## config.mk

```make
export PLATFORM = sky130hd
export DESIGN_NAME = program_counter_unit
export DESIGN_NICKNAME = d
export VERILOG_FILES = /design/src/rtl/pc_pkg.sv /design/src/rtl/return_address_stack.sv /design/src/rtl/program_counter_unit.sv
export SDC_FILE = /design/constraint.sdc
export NUM_CORES = 1
export LEC_CHECK = 0
export CORE_MARGIN = 5
export CORE_UTILIZATION = 65
export DETAILED_ROUTE_END_ITERATION = 6
export DONT_BUFFER_PORTS = 1
export PLACE_DENSITY = 0.8
export SETUP_SLACK_MARGIN = 0.3
export SYNTH_ARGS = -nofsm -noshare
export SYNTH_HDL_FRONTEND = slang
export SYNTH_SLANG_ARGS = --single-unit
export TNS_END_PERCENT = 5
```

## constraint.sdc

```tcl
create_clock -name clock -period 11.2 [get_ports clock]
set_input_delay 1.68 -clock clock [delete_from_list [all_inputs] [get_ports clock]]
set_output_delay 1.68 -clock clock [all_outputs]
set_load 0.02 [all_outputs]
```

## src/rtl/pc_pkg.sv

```systemverilog
`timescale 1ns/1ps
`default_nettype none
// ============================================================================
// Module      : pc_pkg
// Description : Shared types and default vectors for the fetch-stage program
//               counter and its return-address stack.
// Revision    : 1.0 - initial release
// ============================================================================
package pc_pkg;

    // Two-state sequencer: BOOT holds the reset vector for one edge, then RUN.
    typedef enum logic [0:0] {
        BOOT = 1'b0,
        RUN  = 1'b1
    } pc_state_t;

    // Next-PC source, listed from highest to lowest priority.
    typedef enum logic [2:0] {
        SEL_TRAP  = 3'd0,
        SEL_REDIR = 3'd1,
        SEL_HOLD  = 3'd2,
        SEL_RAS   = 3'd3,
        SEL_SEQ   = 3'd4
    } pc_sel_t;

    localparam logic [31:0] c_default_reset_vector = 32'h0000_0000;
    localparam logic [31:0] c_default_trap_vector  = 32'h0000_0100;

    // Instruction addresses must be word aligned; any set low bit is a fault.
    function automatic logic is_misaligned(input logic [1:0] low_bits);
        return (low_bits != 2'b00);
    endfunction

endpackage : pc_pkg
`default_nettype wire

```

## src/rtl/return_address_stack.sv

```systemverilog
`timescale 1ns/1ps
`default_nettype none
// ============================================================================
// Module      : return_address_stack
// Description : Small circular return-address stack. Push writes above the
//               top, pop drops the top, push+pop replaces the top in place.
//               A push when full silently overwrites the oldest entry.
// Revision    : 1.0 - initial release
// ============================================================================
module return_address_stack #(
    parameter int unsigned XLEN      = 32,
    parameter int unsigned RAS_DEPTH = 4
) (
    input  logic            clock,
    input  logic            reset,
    input  logic            push,
    input  logic            pop,
    input  logic            flush,
    input  logic [XLEN-1:0] push_data,
    output logic [XLEN-1:0] top_data,
    output logic            empty,
    output logic            full
);

    localparam int unsigned      c_ptr_w     = $clog2(RAS_DEPTH);
    localparam int unsigned      c_cnt_w     = $clog2(RAS_DEPTH + 1);
    localparam logic [c_cnt_w-1:0] c_max_count = c_cnt_w'(RAS_DEPTH);

    logic [XLEN-1:0]    r_mem [RAS_DEPTH];
    logic [c_ptr_w-1:0] r_top;
    logic [c_cnt_w-1:0] r_count;

    logic [c_ptr_w-1:0] w_top_inc;
    logic [c_ptr_w-1:0] w_top_dec;
    logic [c_ptr_w-1:0] w_wr_ptr;
    logic               w_pop;

    // A pop on an empty stack is dropped here as well, so push+pop on empty
    // degenerates to a plain push.
    assign w_pop     = pop && (r_count != '0);
    assign w_top_inc = r_top + c_ptr_w'(1);
    assign w_top_dec = r_top - c_ptr_w'(1);
    // push+pop replaces the current top; a plain push goes one slot above it.
    assign w_wr_ptr  = w_pop ? r_top : w_top_inc;

    // Pointer and occupancy bookkeeping; flush empties without touching data.
    always_ff @(posedge clock or posedge reset) begin
        if (reset) begin
            r_top   <= '0;
            r_count <= '0;
        end else if (flush) begin
            r_top   <= '0;
            r_count <= '0;
        end else if (push && w_pop) begin
            r_top   <= r_top;
            r_count <= r_count;
        end else if (push) begin
            r_top <= w_top_inc;
            if (r_count != c_max_count) begin
                r_count <= r_count + c_cnt_w'(1);
            end
        end else if (w_pop) begin
            r_top   <= w_top_dec;
            r_count <= r_count - c_cnt_w'(1);
        end
    end

    // Entry storage needs no reset: validity is tracked entirely by r_count.
    always_ff @(posedge clock) begin
        if (!reset && !flush && push) begin
            r_mem[w_wr_ptr] <= push_data;
        end
    end

    assign top_data = r_mem[r_top];
    assign empty    = (r_count == '0);
    assign full     = (r_count == c_max_count);

endmodule : return_address_stack
`default_nettype wire

```

## src/rtl/program_counter_unit.sv

```systemverilog
`timescale 1ns/1ps
`default_nettype none
// ============================================================================
// Module      : program_counter_unit
// Description : Fetch-stage program counter with boot handshake, stall hold,
//               branch/jump redirect, trap vectoring with misaligned-target
//               detection and return-address-stack call/return prediction.
// Revision    : 1.0 - initial release
// ============================================================================
module program_counter_unit
    import pc_pkg::*;
#(
    parameter int unsigned     XLEN         = 32,
    parameter logic [XLEN-1:0] RESET_VECTOR = XLEN'(c_default_reset_vector),
    parameter logic [XLEN-1:0] TRAP_VECTOR  = XLEN'(c_default_trap_vector),
    parameter int unsigned     INC          = 4,
    parameter int unsigned     RAS_DEPTH    = 4
) (
    input  logic            clock,
    input  logic            reset,
    input  logic            stall,
    input  logic            redirect_valid,
    input  logic [XLEN-1:0] redirect_target,
    input  logic            trap,
    input  logic            ras_push,
    input  logic            ras_pop,
    output logic [XLEN-1:0] pc,
    output logic [XLEN-1:0] pc_plus_inc,
    output logic            pc_valid,
    output logic            misaligned,
    output logic            ras_empty,
    output logic            ras_full
);

    pc_state_t       r_state;
    logic [XLEN-1:0] r_pc;
    logic            r_pc_valid;
    logic            r_misaligned;

    logic            w_run;
    logic            w_bad_redirect;
    logic            w_ras_update;
    logic            w_ras_push;
    logic            w_ras_pop;
    logic            w_ras_flush;
    logic            w_ras_empty;
    logic            w_ras_full;
    logic [XLEN-1:0] w_ras_top;
    logic [XLEN-1:0] w_pc_plus_inc;
    logic [XLEN-1:0] w_pc_next;
    pc_sel_t         w_sel;

    assign w_run          = (r_state == RUN);
    assign w_bad_redirect = redirect_valid && is_misaligned(redirect_target[1:0]);
    assign w_pc_plus_inc  = r_pc + XLEN'(INC);

    // The stack only moves on a clean sequential/return cycle; any trap or
    // misaligned redirect throws away predictions made on the wrong path.
    assign w_ras_update = w_run && !stall && !trap && !redirect_valid;
    assign w_ras_push   = w_ras_update && ras_push;
    assign w_ras_pop    = w_ras_update && ras_pop && !w_ras_empty;
    assign w_ras_flush  = w_run && (trap || w_bad_redirect);

    // Next-PC source selection: trap > redirect > stall > return > sequential.
    always_comb begin
        w_sel = SEL_SEQ;
        if (trap) begin
            w_sel = SEL_TRAP;
        end else if (redirect_valid) begin
            w_sel = w_bad_redirect ? SEL_TRAP : SEL_REDIR;
        end else if (stall) begin
            w_sel = SEL_HOLD;
        end else if (ras_pop && !w_ras_empty) begin
            w_sel = SEL_RAS;
        end
    end

    // Next-PC value for the selected source.
    always_comb begin
        w_pc_next = w_pc_plus_inc;
        case (w_sel)
            SEL_TRAP:  w_pc_next = TRAP_VECTOR;
            SEL_REDIR: w_pc_next = redirect_target;
            SEL_HOLD:  w_pc_next = r_pc;
            SEL_RAS:   w_pc_next = w_ras_top;
            SEL_SEQ:   w_pc_next = w_pc_plus_inc;
            default:   w_pc_next = w_pc_plus_inc;
        endcase
    end

    // Boot/run sequencer with registered PC, valid and misaligned pulse.
    always_ff @(posedge clock or posedge reset) begin
        if (reset) begin
            r_state      <= BOOT;
            r_pc         <= RESET_VECTOR;
            r_pc_valid   <= 1'b0;
            r_misaligned <= 1'b0;
        end else begin
            case (r_state)
                BOOT: begin
                    r_state      <= RUN;
                    r_pc         <= RESET_VECTOR;
                    r_pc_valid   <= 1'b1;
                    r_misaligned <= 1'b0;
                end
                RUN: begin
                    r_state      <= RUN;
                    r_pc         <= w_pc_next;
                    r_pc_valid   <= 1'b1;
                    // A simultaneous trap wins, so the redirect was not accepted.
                    r_misaligned <= w_bad_redirect && !trap;
                end
                default: begin
                    r_state      <= BOOT;
                    r_pc         <= RESET_VECTOR;
                    r_pc_valid   <= 1'b0;
                    r_misaligned <= 1'b0;
                end
            endcase
        end
    end

    return_address_stack #(
        .XLEN      (XLEN),
        .RAS_DEPTH (RAS_DEPTH)
    ) u_ras (
        .clock     (clock),
        .reset     (reset),
        .push      (w_ras_push),
        .pop       (w_ras_pop),
        .flush     (w_ras_flush),
        .push_data (w_pc_plus_inc),
        .top_data  (w_ras_top),
        .empty     (w_ras_empty),
        .full      (w_ras_full)
    );

    assign pc          = r_pc;
    assign pc_plus_inc = w_pc_plus_inc;
    assign pc_valid    = r_pc_valid;
    assign misaligned  = r_misaligned;
    assign ras_empty   = w_ras_empty;
    assign ras_full    = w_ras_full;

endmodule : program_counter_unit
`default_nettype wire
```

==> run_results.csv, run 1 <==
group,metric,value,unit
grt,grtUsageTotal,0.281,
synth,synth-edff-count,128,
worst_hold_path,hold_class,"reg -> reg",
drt,wl,19.4,mm
drt,drcViolationCount,0,
timing,maxSlewHeadroom,0.238,
floorplanning,die_area,14300,µm²
critical_path,cp_slowest_cell,"xnor2_1",
synth,synth_ff_type,"edfxtp_1",
synth,synth-seq-cells,167,
clock_network,post_cts_resized,0,
synth,async_flop_share,0.234,
timing,fmax,204,MHz
drt,avgRoutedWirePerCell,26.4,µm
critical_path,rr_worst_depth,5,
worst_hold_path,hp-start,"u_ras.r_count[1]",
synth,seq_area_frac_synth,0.618,
layout,syn2layout_area_growth,9.19,%
clock_network,root_buffer,"clkbuf_16",
critical_path,slowest_delay,0.62,ns
power_and_ir_drop,p_per_area,159,nW/µm²
placement,post-place-ws,6.79,ns
layout,drive_above_1_share,0.165,
timing,fin_skew,0.00898,ns
critical_path,critPathRequiredTime,9.52,ns
clock_network,clock_latency,0.43,ns
outcome,outcome,"finished clean",
timing,post-route-period-util,0.438,
timing,hold_viol_final,0,
synth,yosysWarnings,0,
grt,grt.met1_usage,0.342,
critical_path,reg2reg_to,"u_ras.r_mem[1][26]",
grt,grt_pass1_vias,5413,
timing,rsz0062_at_grt,"false",
critical_path,rrSetupSlack,8.00,ns
timing,tns,0,ns
placement,portBuffers,0,
grt,busiest_layer,"met2",
grt,use_met2,0.452,
synth,synth_cell_types,59,
synth,syn_area,7800,µm²
critical_path,crit_fanout,12,
critical_path,r2r_start,"pc_valid",
drt,drt-initial-drc-count,615,
timing,worst_slack,6.30,ns
floorplanning,rows,40,
grt,grt_overflow,0,
clock_network,clkTransAtPathRegs,0.06,ns
power_and_ir_drop,p_leak,2.86,nW
synth,synth.avg_cell_area,13.4,µm²
timing,worst_pin_slew,1.14,ns
synth,syn-num-nets,623,
floorplanning,fp.dieW,120,µm
layout,post-route-cell-area,8520,µm²
synth,netlist_instances,582,
timing,finalCriticalPeriod,4.90,ns
floorplanning,initial_core_util,0.655,
placement,place.gp.congestion,0.858,
critical_path,critPathArrivalTime,3.22,ns
clock_network,htreeDepth,4,
drt,drt-pass1-iter-count,5,
drt,vias,5252,
floorplanning,die_h,120,µm
timing,slew_violations,0,
grt,grtUsageMet3,0.0947,
critical_path,endpoint_kind,"primary output",
grt,antenna_found_initial,0,
grt,grt_pass1_wl,30.1,mm
critical_path,crit_chain,"ha_1 -> and4_1 -> nand4_1 -> or3_1 -> xnor2_1",
layout,diodes,0,
clock_network,clock_sinks,167,
worst_hold_path,whs_path_depth,2,
placement,dpl_cell_area,7950,µm²
floorplanning,ios,107,
floorplanning,core,11900,µm²
drt,vias_per_cell,7.16,
timing,setup_violations,0,
layout,nets,615,
run,maxCapViolCount,0,
clock_network,numCtsBuffers,17,
drt,drtAntennaViolNets,0,
critical_path,critPathLaunchType,"flop",
placement,hpwl,12.2,mm
grt,grt_max_degree,41,
clock_network,cts_setup_buffers,0,
clock_network,clockBufferDepth,2,
power_and_ir_drop,irDropWorstVdd,0.155,mV
critical_path,worstSetupPathType,"reg -> out",
worst_hold_path,holdPathEnd,"u_ras.r_count[1]",
clock_network,cts_tree,"yes",
clock_network,holdBufCountCts,0,
[stage by stage]
step	power, mW	utilization	std cells	hold WS [ns]
CTS	1.36	0.715	734	0.646
floorplan	0.774	-	582	0.549
detailed placement	0.798	0.668	702	0.633
global placement	0.794	0.668	702	0.603
global route	1.40	0.715	734	0.681
finish	1.36	0.715	734	0.652
[power by group]
part | switching, mW | internal [mW] | leakage (nW)
registers | 0.0237 | 0.676 | 1.69
logic | 0.0590 | 0.0287 | 0.893
clock network | 0.231 | 0.340 | 0.275
[placed cells by master (no fill, tap or decap), types with 4 or more instances in the layout]
master and instances:
buf_4 11, nand2_1 66, xnor2_1 16, xor2_1 6, and4_1 4, o21ai_0 30, nand3_1 13, a21o_1 10
o31ai_1 23, clkbuf_16 17, or3_1 7, or2_2 11, nor2_1 7, nand2b_1 4, nor4_1 7, inv_1 11
clkbuf_1 5, mux4_2 32, o21a_1 12, edfxtp_1 128, a21oi_1 30, nand4_1 10, nor3_1 12, nor2b_1 6
a221o_1 4, dfrtp_1 38
[flip-flops by register name, indices dropped and copies added, names as in the netlist]
name	cells
u_ras.r_mem	128
pc	32
u_ras.r_count	3
u_ras.r_top	2
misaligned	1
pc_valid	1
[logic make-up after synthesis]
logic type,after synthesis,synth area share
and+or+nand+nor,169,0.113
DFF,167,0.618
AOI/OAI and AO/OA,139,0.119
buffers and inverters,50,0.0285
muxes,32,0.0923
xor gates and xnor gates,22,0.0247
adders and majority gates,2,0.00417
other,1,0.000480
[critical path: cells and delay by family, from the launching register on]
family | cells | cell delay (ns)
simple gates | 3 | 1.35
xor+xnor | 1 | 0.62
flops | 1 | 0.54
fa+ha+maj | 1 | 0.27
[Yosys cell counts, drive strengths merged, types with 4 or more instances]
library cell / number / area [µm²]
nand4: 11 / 75.1
nand2: 66 / 248
xnor2: 16 / 140
o21ai: 31 / 155
o31ai: 24 / 180
a21o: 10 / 75.1
mux4: 32 / 721
xor2: 6 / 52.6
a221oi: 4 / 47.6
inv: 12 / 45.0
nor4: 7 / 43.8
clkbuf: 25 / 100
dfrtp: 39 / 976
a221o: 4 / 40.0
or2: 11 / 68.8
edfxtp: 128 / 3840
nor3: 12 / 60.1
nor2b: 6 / 37.5
nor2: 9 / 33.8
and4: 5 / 45.0
or3: 7 / 43.8
o21a: 12 / 90.1
buf: 13 / 77.6
a21oi: 32 / 160
nand3: 13 / 65.1
nand2b: 4 / 25.0
[metal layers]
layer  part of all wire  vias to the layer above
met5                  0                        -
met4              0.036                        0
met3               0.12                       64
met2               0.49                      353
met1               0.36                     2594
li1                   -                     2241
[worst max-delay path by stage]
stage | cells after the start | start | to
2_1_floorplan | 3 | reset | u_ras.r_mem[1][0]
3_3_place_gp | 5 | pc[2] | pc_plus_inc[24]
3_5_place_dp | 5 | pc[2] | pc_plus_inc[24]
4_1_cts | 5 | pc[2] | pc_plus_inc[24]
5_1_grt | 5 | pc[2] | pc_plus_inc[24]
6_report | 5 | pc[2] | pc_plus_inc[24]
[area by class of cell]
cell class,instances,area [µm²]
fill,780,3390
multi-input combinational,365,2820
clock inverter,8,98.8
sequential,167,4820
inverter,12,45.0
timing repair buffer,11,82.6
clock buffer,24,472
tap,147,184
(Power assumes the default switching activity.)
==> inputs of run 2 (changes only) <==
--- a/config.mk
+++ b/config.mk
@@ -6,10 +6,10 @@
 export NUM_CORES = 1
 export LEC_CHECK = 0
 export CORE_MARGIN = 5
-export CORE_UTILIZATION = 65
+export CORE_UTILIZATION = 57
 export DETAILED_ROUTE_END_ITERATION = 6
 export DONT_BUFFER_PORTS = 1
-export PLACE_DENSITY = 0.8
+export PLACE_DENSITY = 0.74
 export SETUP_SLACK_MARGIN = 0.3
 export SYNTH_ARGS = -nofsm -noshare
 export SYNTH_HDL_FRONTEND = slang
==> constraint.sdc (replaced) <==
create_clock -name clock -period 4 [get_ports clock]
set_input_delay 0.6 -clock clock [delete_from_list [all_inputs] [get_ports clock]]
set_output_delay 0.6 -clock clock [all_outputs]
set_load 0.02 [all_outputs]
==> run_results.csv, run 2 (synthesis results as in run 1) <==
group,metric,value,unit
placement,hpwl,13.1,mm
critical_path,endpoint_kind,"primary output",
layout,layout_common_cells,"edfxtp_1, nand2_1, dfrtp_1",
drt,drcViolationCount,0,
clock_network,clockBufferDepth,2,
layout,diodes,0,
layout,regMostFlops,"u_ras.r_mem",
outcome,outcome,"finished clean",
drt,drt-initial-drc-count,466,
layout,syn2layout_area_growth,10.6,%
timing,post-route-period-util,0.896,
grt,grtUsageMet3,0.0814,
critical_path,critPathArrivalTime,2.98,ns
power_and_ir_drop,finalPower,3.85,mW
grt,grt_pass1_wl,31.3,mm
floorplanning,initial_core_util,0.585,
grt,grt_overflow,0,
drt,wl,19.9,mm
critical_path,slowest_delay,0.71,ns
grt,antenna_found_initial,0,
clock_network,clock_sinks,167,
critical_path,worst-path-buf-inv,0,
floorplanning,die_area,16100,µm²
drt,drt-pass1-iter-count,5,
grt,use_met2,0.413,
clock_network,root_buffer,"clkbuf_16",
floorplanning,ios,107,
critical_path,cp_top_family,"simple AND/OR/NAND/NOR gates",
critical_path,critPathLaunchType,"flop",
drt,avgRoutedWirePerCell,26.0,µm
placement,portBuffers,0,
layout,nets,620,
clock_network,clkTransAtPathRegs,0.06,ns
drt,vias_per_cell,6.79,
drt,drtAntennaViolNets,0,
grt,grt_max_degree,35,
clock_network,cts_setup_buffers,0,
critical_path,crit_chain,"nand4_1 -> or3_1 -> nor4_1 -> xor2_1",
floorplanning,rows,42,
critical_path,worstSetupPathType,"reg -> out",
timing,fin_skew,0.00562,ns
clock_network,htreeDepth,4,
layout,drive_above_1_share,0.179,
critical_path,critPathRequiredTime,3.40,ns
timing,rsz0062_at_grt,"true",
layout,largest_reg_flops,128,
grt,busiest_layer,"met2",
worst_hold_path,hold_class,"in -> async",
clock_network,cts_tree,"yes",
timing,tns,0,ns
placement,place.gp.congestion,0.826,
timing,slew_violations,0,
critical_path,cp_slowest_cell,"xor2_1",
power_and_ir_drop,irDropWorstVdd,0.292,mV
placement,post-place-ws,0.834,ns
timing,fmax,279,MHz
timing,maxSlewHeadroom,0.385,
grt,grtUsageTotal,0.257,
clock_network,holdBufCountCts,0,
layout,layout_commonest_cell,"edfxtp_1",
drt,vias,5215,
critical_path,crit_fanout,9,
run,maxCapViolCount,0,
timing,setup_violations,0,
timing,hold_viol_final,0,
timing,finalCriticalPeriod,3.58,ns
clock_network,clock_latency,0.43,ns
clock_network,numCtsBuffers,17,
power_and_ir_drop,p_leak,2.91,nW
grt,grt_pass1_vias,5534,
grt,grt.met1_usage,0.329,
floorplanning,core,13300,µm²
power_and_ir_drop,p_per_area,445,nW/µm²
floorplanning,die_h,127,µm
floorplanning,fp.dieW,127,µm
timing,worst_pin_slew,0.916,ns
timing,worst_slack,0.417,ns
run 2: cell types whose count changed in the layout (fill, tap and decap cells not counted):
cell,change
nor3b_2,-1
inv_6,-1
clkinvlp_4,-1
clkinv_2,+2
xor2_1,-1
clkbuf_1,-4
clkbuf_8,+3
buf_4,+5
xor2_2,+1
clkinv_1,+1
nor3b_4,+1
run 2: cell type report:
| cell class | instances | area, µm² |
|---|---|---|
| timing repair buffer | 16 | 120 |
| inverter | 12 | 45.0 |
| fill | 1011 | 4710 |
| multi-input combinational | 365 | 2830 |
| clock buffer | 23 | 498 |
| sequential | 167 | 4820 |
| tap | 176 | 220 |
| clock inverter | 9 | 96.3 |
run 2: worst paths after layout:
kind,from,to,slack (ns),cells after the start
worst min register to register,u_ras.r_count[1],u_ras.r_count[1],0.65,2
worst min-delay path,reset,pc[14],0.08,1
worst max register to register,pc_valid,u_ras.r_mem[0][20],0.91,5
max in group asynchronous,reset,u_ras.r_top[0],3.20,2
worst max-delay path,pc[8],pc_plus_inc[23],0.42,4
min in group clock,trap,misaligned,0.36,1
run 2: per-layer routing:
layer / part of all wire / vias to the layer above / wire length [µm]
met5: 0 / - / 0
met4: 0.026 / 0 / 520
met3: 0.10 / 44 / 2040
met2: 0.49 / 295 / 9840
met1: 0.38 / 2625 / 7540
li1: - / 2251 / -
run 2: metrics by stage:
stage / cells / cell area (µm²) / hold WS [ns] / utilization
after floorplan: 582 / 7810 / 0.549 / -
after global placement: 736 / 8030 / 0.530 / 0.602
after detailed placement: 736 / 8030 / 0.533 / 0.602
after CTS: 768 / 8630 / 0.0813 / 0.646
after global routing: 768 / 8630 / 0.108 / 0.647
final: 768 / 8630 / 0.0785 / 0.647
run 2: repair_timing:
action | in CTS | in global routing
setup endpoints to repair | 0 | 2
endpoints found under the hold margin | 0 | 0
resized for setup | 0 | 1
run 2: power by group:
| group | internal, mW | switching (mW) | leakage, nW |
|---|---|---|---|
| logic | 0.0834 | 0.156 | 0.918 |
| registers | 1.89 | 0.0750 | 1.69 |
| clock network | 0.994 | 0.645 | 0.296 |
==> inputs of run 3 (changes only) <==
--- a/config.mk
+++ b/config.mk
@@ -5,11 +5,12 @@
 export SDC_FILE = /design/constraint.sdc
 export NUM_CORES = 1
 export LEC_CHECK = 0
-export CORE_MARGIN = 5
-export CORE_UTILIZATION = 57
+export ABC_AREA = 1
+export CORE_MARGIN = 4
+export CORE_UTILIZATION = 58
 export DETAILED_ROUTE_END_ITERATION = 6
 export DONT_BUFFER_PORTS = 1
-export PLACE_DENSITY = 0.74
+export PLACE_DENSITY = 0.75
 export SETUP_SLACK_MARGIN = 0.3
 export SYNTH_ARGS = -nofsm -noshare
 export SYNTH_HDL_FRONTEND = slang
==> run_results.csv, run 3 <==
group,metric,value,unit
grt,grt_pass1_wl,33.0,mm
layout,regMostFlops,"u_ras.r_mem",
timing,setup_violations,0,
critical_path,crit_fanout,6,
clock_network,holdBufCountCts,0,
synth,synth_most_common_cell,"nand2_1",
clock_network,clkTransAtPathRegs,0.07,ns
placement,post-place-cells,1095,
synth,synth_area_leaders,"edfxtp_1, nand2_1, dfrtp_1",
critical_path,critPathArrivalTime,2.32,ns
synth,synth-edff-count,128,
layout,multi_input_area,2930,µm²
critical_path,crit_top_cell,"nand2_1",
clock_network,clockBufferDepth,2,
power_and_ir_drop,clock_power_share,0.410,
clock_network,clock_sinks,167,
synth,async_flop_share,0.234,
grt,grt_pass1_vias,6219,
clock_network,cts_setup_buffers,0,
drt,drt-pass1-iter-count,5,
timing,fmax,343,MHz
drt,avgRoutedWirePerCell,18.4,µm
floorplanning,fp.dieW,127,µm
synth,synth-seq-cells,167,
outcome,outcome,"finished clean",
synth,netlist_instances,938,
clock_network,htreeDepth,4,
floorplanning,rows,43,
synth,synthTopCellsByCount,"nand2_1, edfxtp_1, inv_1, nand3_1, nor2_1",
placement,hpwl,13.7,mm
grt,grtUsageTotal,0.264,
layout,nets,975,
synth,synth.avg_cell_area,8.83,µm²
power_and_ir_drop,p_per_area,452,nW/µm²
layout,layout_commonest_cell,"nand2_1",
critical_path,worst-path-buf-inv,2,
synth,synth_xor_area_frac,0.0113,
floorplanning,die_area,16300,µm²
timing,fin_skew,0.00954,ns
timing,slew_violations,0,
timing,maxSlewHeadroom,0.294,
layout,layout_common_cells,"nand2_1, edfxtp_1, inv_1",
clock_network,cts_tree,"yes",
drt,vias_per_cell,5.61,
critical_path,cp_top_family,"simple AND/OR/NAND/NOR gates",
clock_network,post_cts_resized,0,
power_and_ir_drop,combPwrFrac,0.104,
drt,drt-initial-drc-count,550,
synth,synth_fa_ha_area_frac,0.00393,
clock_network,root_buffer,"clkbuf_16",
synth,synth_cell_types,36,
power_and_ir_drop,intPower,3.01,mW
synth,synth_top_family_by_area,"simple AND/OR/NAND/NOR gates",
power_and_ir_drop,switchingPower,1.06,mW
grt,grt_overflow,0,
clock_network,numCtsBuffers,17,
timing,post-route-period-util,0.729,
synth,syn_area,8280,µm²
timing,finalCriticalPeriod,2.92,ns
power_and_ir_drop,sw_frac_of_total,0.260,
power_and_ir_drop,p_leak,3.84,nW
critical_path,worstSetupPathType,"reg -> out",
run,maxCapViolCount,0,
floorplanning,core,13900,µm²
synth,yosysWarnings,0,
critical_path,cp_slowest_cell,"dfrtp_1",
synth,seq_area_frac_synth,0.582,
critical_path,slowest_delay,0.58,ns
layout,syn2layout_area_growth,8.63,%
grt,grt_max_degree,40,
layout,largest_reg_flops,128,
floorplanning,die_h,127,µm
critical_path,endpoint_kind,"primary output",
timing,rsz0062_at_grt,"false",
layout,stdcell_count,1127,
timing,worst_pin_slew,1.06,ns
layout,seqCellArea,4820,µm²
placement,dpl_cell_area,8400,µm²
timing,hold_slack,0.187,ns
critical_path,crit_chain,"ha_1 -> nand2_1 -> nor2_4 -> nand2_1 -> inv_1 -> nand2_1 -> nand2_1 -> nand2_1 -> inv_1",
timing,hold_viol_final,0,
synth,synth_compound_area_frac,0.0373,
power_and_ir_drop,irDropWorstVdd,0.319,mV
drt,wl,20.8,mm
synth,syn-num-nets,979,
floorplanning,initial_core_util,0.594,
placement,place.gp.congestion,0.943,
layout,diodes,0,
synth,synth_top_area_cell,"edfxtp_1",
critical_path,critPathRequiredTime,3.40,ns
synth,synth_top_area_frac,0.464,
drt,drcViolationCount,0,
clock_network,clock_latency,0.43,ns
drt,drtAntennaViolNets,0,
worst_hold_path,hold_class,"in -> async",
synth,synth_ff_type,"edfxtp_1",
synth,yosys.area_share.simple,0.297,
grt,antenna_found_initial,0,
critical_path,critPathLaunchType,"flop",
layout,post-route-cell-area,8990,µm²
synth,synthMuxAreaShare,0,
layout,fillCellCount,1121,
placement,portBuffers,0,
drt,vias,6319,
layout,drive_above_1_share,0.0845,
power_and_ir_drop,seq_power_share,0.486,
floorplanning,ios,107,
timing,tns,0,ns
## run 3: cell types whose count changed after synthesis, sizes merged, moves of 16 or more
cell,previous run,this run
nand2,66,409
a21oi,32,12
nand3,13,73
mux4,32,0
buf,13,29
inv,12,94
nor2,9,81
a22oi,0,19
clkbuf,25,3
o21ai,31,9
o31ai,24,0
## run 3: cells by family (layout without fill, tap and decap cells)
family / Yosys count / count (layout)
compound gates: 47 / 47
xor+xnor: 9 / 9
fa+ha+maj: 2 / 2
buf+inv: 127 / 136
flops: 167 / 167
other cells: 1 / 1
simple gates: 585 / 585
## run 3: metrics by stage
step,power (mW),setup WS [ns],utilization
floorplan,2.32,0.916,-
global placement,2.42,1.29,0.602
detailed placement,2.43,1.19,0.602
CTS,4.08,1.06,0.646
global route,4.22,0.907,0.646
finish,4.07,1.08,0.646
## run 3: per-layer routing
layer	GRT usage	routed length, µm	vias up
met5	0	0	-
met4	0.0858	355	0
met3	0.0715	1650	26
met2	0.436	10200	249
met1	0.341	8590	3026
li1	-	-	3018
## run 3: final cells by class
type / instances / share of cell area
clock buffer: 20 / 0.0497
clock inverter: 12 / 0.0170
inverter: 95 / 0.0396
multi-input combinational: 644 / 0.325
sequential: 167 / 0.536
tap: 180 / 0.0250
timing repair buffer: 9 / 0.00751
## run 3: path summary, 6_finish.rpt
kind | startpoint | to | slack [ns] | depth (start not counted)
min | reset | u_ras.r_count[2] | 0.19 | 2
max in group asynchronous | reset | pc[28] | 3.44 | 2
min reg2reg | u_ras.r_mem[3][0] | pc[0] | 0.59 | 4
max | pc[2] | pc_plus_inc[26] | 1.08 | 9
min in group clock | trap | misaligned | 0.34 | 3
max reg2reg | pc_valid | u_ras.r_mem[0][19] | 1.22 | 9
## run 3: power groups by stage
stage / registers (mW) / clock network [mW] / logic (mW)
2_1_floorplan: 1.99 / 0 / 0.328
3_3_place_gp: 2.01 / 0 / 0.408
3_5_place_dp: 2.01 / 0 / 0.418
4_1_cts: 1.98 / 1.68 / 0.422
5_1_grt: 1.98 / 1.76 / 0.471
6_report: 1.98 / 1.67 / 0.422
